[config.mk]
export PLATFORM = sky130hd
export DESIGN_NAME = seg7_scan_decoder_flat
export DESIGN_NICKNAME = d
export VERILOG_FILES = /design/src/rtl/seg7_scan_decoder_if.sv /design/src/rtl/seg7_scan_decoder.sv /design/src/flat_wrapper.sv
export SDC_FILE = /design/constraint.sdc
export NUM_CORES = 1
export LEC_CHECK = 0
export CAP_MARGIN = 20
export CORE_MARGIN = 2
export CORE_UTILIZATION = 35
export DETAILED_ROUTE_END_ITERATION = 16
export PLACE_DENSITY = 0.67
export SKIP_CTS_REPAIR_TIMING = 1
export SLEW_MARGIN = 10
export SYNTH_ARGS = -nofsm -noshare
export SYNTH_HDL_FRONTEND = slang
export SYNTH_SLANG_ARGS = --single-unit
[constraint.sdc]
create_clock -name clk -period 5.3 [get_ports clk]
set_input_delay 1.06 -clock clk [delete_from_list [all_inputs] [get_ports clk]]
set_output_delay 1.06 -clock clk [all_outputs]
set_load 0.05 [all_outputs]
[src/rtl/seg7_scan_decoder_if.sv]
// Multiplexed seven-segment display bus (one digit lit at a time).
// Not a valid/ready handshake: the driver (master) owns seg/an and changes
// them freely; the decoder (slave) only observes, and a value counts once it
// has held steady long enough to be treated as a settled digit.
interface seg7_scan_decoder_if;
  logic [6:0] seg;  // active-low segments, seg[0]=a .. seg[6]=g
  logic [3:0] an;   // active-low anode selects, an[0] = rightmost digit

  modport master (output seg, output an);
  modport slave  (input seg, input an);
endinterface

[src/rtl/seg7_scan_decoder.sv]
// seg7_scan_decoder: samples a multiplexed seven-segment bus and rebuilds the
// four displayed hex digits, flagging blanked and non-hex patterns, pulsing
// frame_valid once all four positions have been captured.
// Optional feature macro: SEG7_DEC_TIMEOUT_EN (builds the no-activity timeout
// and display_lost; without it display_lost is tied to 0).
module seg7_scan_decoder #(
  parameter int STABLE_CYCLES  = 4,
  parameter int TIMEOUT_CYCLES = 1000000
) (
  input  logic                 clk,
  input  logic                 rst,
  seg7_scan_decoder_if.slave   bus,
  output logic [15:0]          digits,
  output logic [3:0]           blank,
  output logic [3:0]           bad_pat,
  output logic                 frame_valid,
  output logic                 display_lost
);

  localparam int SW = $clog2(STABLE_CYCLES + 1);

  logic [10:0]   s;          // last sampled {an,seg}
  logic [SW-1:0] stab_cnt;   // edges the current value has repeated
  logic          armed;      // one acceptance per stable run
  logic [3:0]    seen;       // positions captured in the current frame

  logic [10:0]   sample;
  logic          same;
  logic          run_done;
  logic          one_low;
  logic [1:0]    sel;
  logic [3:0]    sel_mask;
  logic          accept;
  logic          to_hit;
  logic [4:0]    dec;

  // seg pattern -> {table hit, hex value}
  function automatic logic [4:0] decode(input logic [6:0] p);
    case (p)
      7'h40:   decode = {1'b1, 4'h0};
      7'h79:   decode = {1'b1, 4'h1};
      7'h24:   decode = {1'b1, 4'h2};
      7'h30:   decode = {1'b1, 4'h3};
      7'h19:   decode = {1'b1, 4'h4};
      7'h12:   decode = {1'b1, 4'h5};
      7'h02:   decode = {1'b1, 4'h6};
      7'h78:   decode = {1'b1, 4'h7};
      7'h00:   decode = {1'b1, 4'h8};
      7'h10:   decode = {1'b1, 4'h9};
      7'h08:   decode = {1'b1, 4'hA};
      7'h03:   decode = {1'b1, 4'hB};
      7'h46:   decode = {1'b1, 4'hC};
      7'h21:   decode = {1'b1, 4'hD};
      7'h06:   decode = {1'b1, 4'hE};
      7'h0E:   decode = {1'b1, 4'hF};
      default: decode = 5'h00;
    endcase
  endfunction

  // Run detection and acceptance: the run is accepted on the edge where the
  // repeat counter would reach STABLE_CYCLES-1; decode always uses s.
  always_comb begin
    sample   = {bus.an, bus.seg};
    same     = (s == sample);
    run_done = armed && same && (stab_cnt == SW'(STABLE_CYCLES - 2));
    one_low  = 1'b1;
    sel      = 2'd0;
    case (s[10:7])
      4'b1110: sel = 2'd0;
      4'b1101: sel = 2'd1;
      4'b1011: sel = 2'd2;
      4'b0111: sel = 2'd3;
      default: one_low = 1'b0;
    endcase
    sel_mask = 4'b0001 << sel;
    accept   = run_done && one_low;
    dec      = decode(s[6:0]);
  end

  // Sampling register, saturating stability counter and arm flag
  always_ff @(posedge clk) begin
    if (rst) begin
      s        <= '1;
      stab_cnt <= '0;
      armed    <= 1'b1;
    end else begin
      s <= sample;
      if (!same) begin
        stab_cnt <= '0;
        armed    <= 1'b1;
      end else begin
        if (stab_cnt != SW'(STABLE_CYCLES)) stab_cnt <= stab_cnt + SW'(1);
        if (run_done) armed <= 1'b0;
      end
    end
  end

  // Digit capture, flags, seen mask and frame completion strobe
  always_ff @(posedge clk) begin
    if (rst) begin
      digits      <= 16'h0000;
      blank       <= 4'hF;
      bad_pat     <= 4'h0;
      frame_valid <= 1'b0;
      seen        <= 4'h0;
    end else begin
      frame_valid <= 1'b0;
      if (accept) begin
        if (dec[4]) begin
          digits[sel*4 +: 4] <= dec[3:0];
          blank[sel]         <= 1'b0;
          bad_pat[sel]       <= 1'b0;
        end else if (s[6:0] == 7'h7F) begin
          digits[sel*4 +: 4] <= 4'h0;
          blank[sel]         <= 1'b1;
          bad_pat[sel]       <= 1'b0;
        end else begin
          digits[sel*4 +: 4] <= 4'h0;
          blank[sel]         <= 1'b0;
          bad_pat[sel]       <= 1'b1;
        end
        if ((seen | sel_mask) == 4'hF) begin
          frame_valid <= 1'b1;
          seen        <= 4'h0;
        end else begin
          seen <= seen | sel_mask;
        end
      end else if (to_hit) begin
        seen <= 4'h0;
      end
    end
  end

`ifdef SEG7_DEC_TIMEOUT_EN
  localparam int TW = $clog2(TIMEOUT_CYCLES + 1);
  logic [TW-1:0] to_cnt;

  assign to_hit = !accept && (to_cnt == TW'(TIMEOUT_CYCLES - 1));

  // Edges since last acceptance; acceptance beats a same-edge timeout
  always_ff @(posedge clk) begin
    if (rst) begin
      to_cnt       <= '0;
      display_lost <= 1'b0;
    end else if (accept) begin
      to_cnt       <= '0;
      display_lost <= 1'b0;
    end else begin
      if (to_cnt != TW'(TIMEOUT_CYCLES)) to_cnt <= to_cnt + TW'(1);
      if (to_hit) display_lost <= 1'b1;
    end
  end
`else
  assign to_hit       = 1'b0;
  assign display_lost = 1'b0;
`endif

endmodule

[src/flat_wrapper.sv]
// flat-port wrapper written by rule: the top's interface ports become plain ports
module seg7_scan_decoder_flat 
#(
  parameter int STABLE_CYCLES  = 4,
  parameter int TIMEOUT_CYCLES = 1000000
)
  (clk, rst, digits, blank, bad_pat, frame_valid, display_lost, bus_seg, bus_an);
  seg7_scan_decoder_if bus_i ();
  input  logic clk;
  input  logic rst;
  output logic [15:0] digits;
  output logic [3:0] blank;
  output logic [3:0] bad_pat;
  output logic frame_valid;
  output logic display_lost;
  input wire logic [$bits(bus_i.seg)-1:0] bus_seg;
  input wire logic [$bits(bus_i.an)-1:0] bus_an;
  assign bus_i.seg = bus_seg;
  assign bus_i.an = bus_an;
  seg7_scan_decoder #(.STABLE_CYCLES(STABLE_CYCLES), .TIMEOUT_CYCLES(TIMEOUT_CYCLES)) u_core (.clk(clk), .rst(rst), .bus(bus_i), .digits(digits), .blank(blank), .bad_pat(bad_pat), .frame_valid(frame_valid), .display_lost(display_lost));
endmodule
Word-level counts from Yosys, hierarchy flattened
Cells that the tools add are included.
{"block": "totals", "romBits": 0, "register_bits": 44, "in_bits": 13, "mem_count": 0, "wordCells": 70, "ram_bits": 0, "output_inout_bits": 26, "latchBits": 0}
{"block": "op_classes", "n_mul": 0, "n_bitwise": 8, "addsub": 2, "n_lt_le_gt_ge": 2, "div": 0, "n_eq_ne": 24, "n_reduce_logical": 8, "n_mux": 14, "shifts": 4}
{"operator": "case mux 5 bit (16 select lines)", "count": 1}
{"operator": "== test 7 bit (second input constant)", "count": 5}
{"operator": "negation 4 -> 34 bit", "count": 1}
{"operator": "variable shift 4 x 34 -> 16 bit (first input constant)", "count": 1}
{"operator": "variable part select 4 x 34 -> 16 bit", "count": 1}
{"operator": "variable part select 4 x 34 -> 16 bit (first input constant)", "count": 1}
{"operator": "bitwise mux 16 bit", "count": 2}
{"operator": "== test 7 x 5 -> 1 bit (second input constant)", "count": 3}
{"operator": "== test 7 x 6 -> 1 bit (second input constant)", "count": 3}
{"operator": "2-to-1 mux 4 bit", "count": 5}
{"operator": "== test 4 bit (second input constant)", "count": 4}
{"operator": "2-to-1 mux 16 bit", "count": 1}
{"operator": "== test 7 x 2 -> 1 bit (second input constant)", "count": 2}
{"operator": "== test 7 x 4 -> 1 bit (second input constant)", "count": 2}
{"operator": "bitwise OR 4 bit", "count": 3}
{"operator": "== test 11 bit", "count": 1}
{"operator": "AND 4 bit", "count": 2}
{"operator": "== test 7 x 3 -> 1 bit (second input constant)", "count": 1}
{"operator": "logical NOT 7 bit", "count": 1}
{"operator": "case mux 2 bit (3 select lines)", "count": 1}
{"operator": "== test 4 x 3 -> 1 bit (second input constant)", "count": 1}
{"operator": "logical AND 1 bit", "count": 4}
{"operator": "NOT 4 bit", "count": 1}
{"operator": "OR reduction 2 bit", "count": 2}
{"operator": "10 further kinds", "count": 13}

Logic depth before layout (Yosys ltp)
{"block": "depth", "depth_word": 10, "depth_mapped": 9, "depth_no_buf": 8}

Worst setup path after synthesis
OpenSTA, ideal clock, no wires.
{"block": "synth_timing", "path_type": "input to register", "from": "input bus_seg[3]", "to": "register (tool-made name)", "required_time_ns": 5.165, "cell_stages": 7, "n_path_buf": 2, "arrival_ns": 2.191, "setup_slack_ns": 2.974, "setup_ns": 0.135, "cell_sequence": "xor2_1 nor4_2 o2111a_1 buf_6 buf_6 nand2_2 mux2i_1"}
{"item": "from (decl)", "line_no": "flat_wrapper.sv:16", "text": "input wire logic [$bits(bus_i.seg)-1:0] bus_seg;"}

Worst setup path in the final report
{"block": "layout_timing", "from": "input bus_seg[3]", "to": "register u_core.digits[5]"}
{"block": "layout_between", "elab_chain_cells": 4}
{"item": "== test 11 bit", "line_no": "seg7_scan_decoder.sv:64", "text": "same = (s == sample);"}
{"item": "logical AND 1 bit (2 in a row)", "line_no": "seg7_scan_decoder.sv:65", "text": "run_done = armed && same && (stab_cnt == SW'(STABLE_CYCLES - 2));"}
{"item": "logical AND 1 bit", "line_no": "seg7_scan_decoder.sv:76", "text": "accept = run_done && one_low;"}
{"item": "to (signal, indexed assignment)", "line_no": "seg7_scan_decoder.sv:110", "text": "digits[sel*4 +: 4] <= dec[3:0];"}
{"item": "to (decl)", "line_no": "seg7_scan_decoder.sv:13", "text": "output logic [15:0] digits,"}
No other way between the ends.
A chain may end at the register's enable or synchronous reset.

==> impl_metrics.tcl <==
set metrics [dict create \
    status "finished, final reports clean" \
    path_cells "clkdlybuf4s50_1 -> xor2_1 -> nor4_2 -> o2111a_1 -> a21oi_1 -> a22o_1" \
    cts_tree "done" \
    drive_gt1_share_pct 11.3 \
    worstSetupEndpointType "flop" \
    maxSlewHeadroom_pct 45.7 \
    initial_core_util_pct 35.8 \
    clockRootBuffer "clkbuf_8" \
    syn_nets 286 \
    antennaDiodeCount 0 \
    grt_setup_unrepaired "false" \
    clk_latency_ns 0.29 \
    dieHeight_microns 86.9 \
    critical_path_class "primary input to flop" \
    final_common_cell "dfxtp_1" \
    avgSynthCellArea_sq_um 9.18 \
    syn_to_final_growth_pct 19.9 \
    rows 30 \
    cts.sinks 44 \
    vdd_ir_drop_max_mv 0.155 \
    antenna_found_initial 0 \
    syn_inst 262 \
    crit_path_start "bus_seg[3]" \
    fillers 652 \
    slowest_delay_ns 0.75 \
    nNetsFinal 315 \
    final_cells 372 \
    placed_cell_area_sq_um 2790 \
    vias 1962 \
    start_kind "primary input" \
    synth_flop_cell "dfxtp_1" \
    max_cap_viol_count 0 \
    powerDensity_nw_per_um2 220 \
    skew_ns 0.00700 \
    io_buffers 37 \
    cts_buffers 5 \
    min_period_over_period_pct 58.3 \
    ant_nets 0 \
    multi_input_area_sq_um 1390 \
    hold_start "u_core.armed" \
    hold_violations 0 \
    syn_area_sq_um 2400 \
    place.gp.congestion 0.810 \
    htreeDepth 2 \
    layout_common_cells "dfxtp_1, clkdlybuf4s50_1, a21oi_1" \
    synth.distinct_cells 60 \
    dpl.cell_count 364 \
    holdWs_ns 0.460 \
    drtIter0Drc 133 \
    seq_area_frac_synth_pct 36.6 \
    max_freq_ghz 0.324 \
    grt_max_degree 24 \
    final_area_sq_um 2880 \
    drc 0 \
    period_needed_ns 3.09 \
    drtPass1Iterations 4 \
    ys_ff_latch 44 \
    grt_pass1_wl_microns 8420 \
    clk_pin_slew_worst_paths_ns 0.08 \
    leakage_uw 0.00109 \
    cts_buffer_depth 2 \
    wire_per_inst_microns 13.4 \
    setup_violations 0 \
    slowest_stage "o2111a_1" \
    synth-edff-count 0 \
    wl_microns 4990 \
    dp_hpwl_microns 3730 \
    design.die.area_sq_um 7550 \
    grt-ovfl-total 0 \
    worst_slew_pin_slew_ns 0.812 \
    die_w_microns 86.9 \
    ios 39 \
    synth-async-reset-ratio_pct 0 \
    grt_pass1_vias 1786 \
    r2r_start "u_core.s[3]" \
    finish.utilization_pct 42.9 \
    cp.required_ns 5.48 \
    path_max_fanout 19 \
    grt_usage_pct 13.8 \
    seqCellArea_sq_um 881 \
    crit_buf_inv 1 \
    core-area_sq_um 6720 \
    cp_top_family "compound AO/OA/AOI/OAI gates" \
    hp-class "flop to flop" \
    tns_ns 0 \
    final_max_slew_viol_count 0 \
    cp_data_arrival_time_ns 3.27 \
    yosysWarnings 0 \
    vias_per_cell 5.27 \
]
-- where the power goes --
part | total (uW) | switching (uW) | internal [uW]
Sequential | 348 | 12.8 | 335
Clock | 211 | 107 | 104
Combinational | 77.2 | 43.5 | 33.7
-- area by class of cell --
class	instances	share of cell area (%)
clock inverters	2	0.347
flip-flops and latches	44	30.5
repair buffers	38	13.1
clock buffers	6	2.86
inverters	12	1.61
multi-input cells	190	48.1
well taps	80	3.47
-- cells by family after synthesis --
| logic type | Yosys count | share of synthesized area [%] |
|---|---|---|
| flip-flops | 44 | 36.6 |
| XOR/XNOR | 15 | 5.46 |
| adder cells (fa/ha/maj) | 11 | 5.72 |
| other | 1 | 0.156 |
| AO/OA/AOI/OAI | 51 | 14.4 |
| AND/OR/NAND/NOR | 103 | 28.1 |
| multiplexers | 9 | 3.75 |
| buffers and inverters | 28 | 5.72 |
-- Yosys cell counts, drive strengths merged (5+ instances only) --
| cell | n | share of area (%) |
|---|---|---|
| dfxtp | 44 | 37 |
| a21oi | 15 | 3.1 |
| nand2 | 14 | 2.6 |
| or2 | 13 | 3.4 |
| xor2 | 13 | 4.7 |
| ha | 11 | 5.7 |
| inv | 11 | 1.7 |
| buf | 10 | 2.8 |
| nor2 | 10 | 1.6 |
| nor3 | 10 | 2.1 |
| mux2i | 9 | 3.7 |
| o21ai | 9 | 1.9 |
| a22o | 7 | 2.5 |
| nand4b | 7 | 3.2 |
| nor2b | 7 | 1.8 |
| clkbuf | 6 | 0.99 |
| nand3 | 6 | 1.5 |
| nor4 | 6 | 2.3 |
| nand2b | 5 | 1.3 |
| nor3b | 5 | 1.6 |
-- per-layer routing --
| layer | share of wire [%] | GRT usage, % | vias to the layer above |
|---|---|---|---|
| met1 | 49 | 20.0 | 918 |
| met5 | 0 | 0 | - |
| met2 | 46 | 21.3 | 47 |
| met3 | 4.0 | 3.13 | 2 |
| met4 | 0.42 | 2.13 | 0 |
| li1 | - | - | 995 |
-- per-stage QoR --
| stage | worst slack [ns] | total power [uW] |
|---|---|---|
| final | 2.21 | 636 |
| after detailed placement | 1.93 | 432 |
| after global routing | 2.04 | 675 |
| after CTS | 2.24 | 644 |
| after floorplan | 2.97 | 410 |
| after global placement | 1.95 | 431 |
-- worst paths after layout --
| path | to | slack (ns) | cells past startpoint |
|---|---|---|---|
| setup / recovery | u_core.digits[5] | 2.21 | 6 |
| hold / removal | u_core.armed | 0.46 | 1 |
| setup reg to reg | u_core.digits[5] | 2.76 | 5 |
| hold reg to reg | u_core.armed | 0.46 | 1 |
Note: power is estimated with default switching activity, not from simulation.
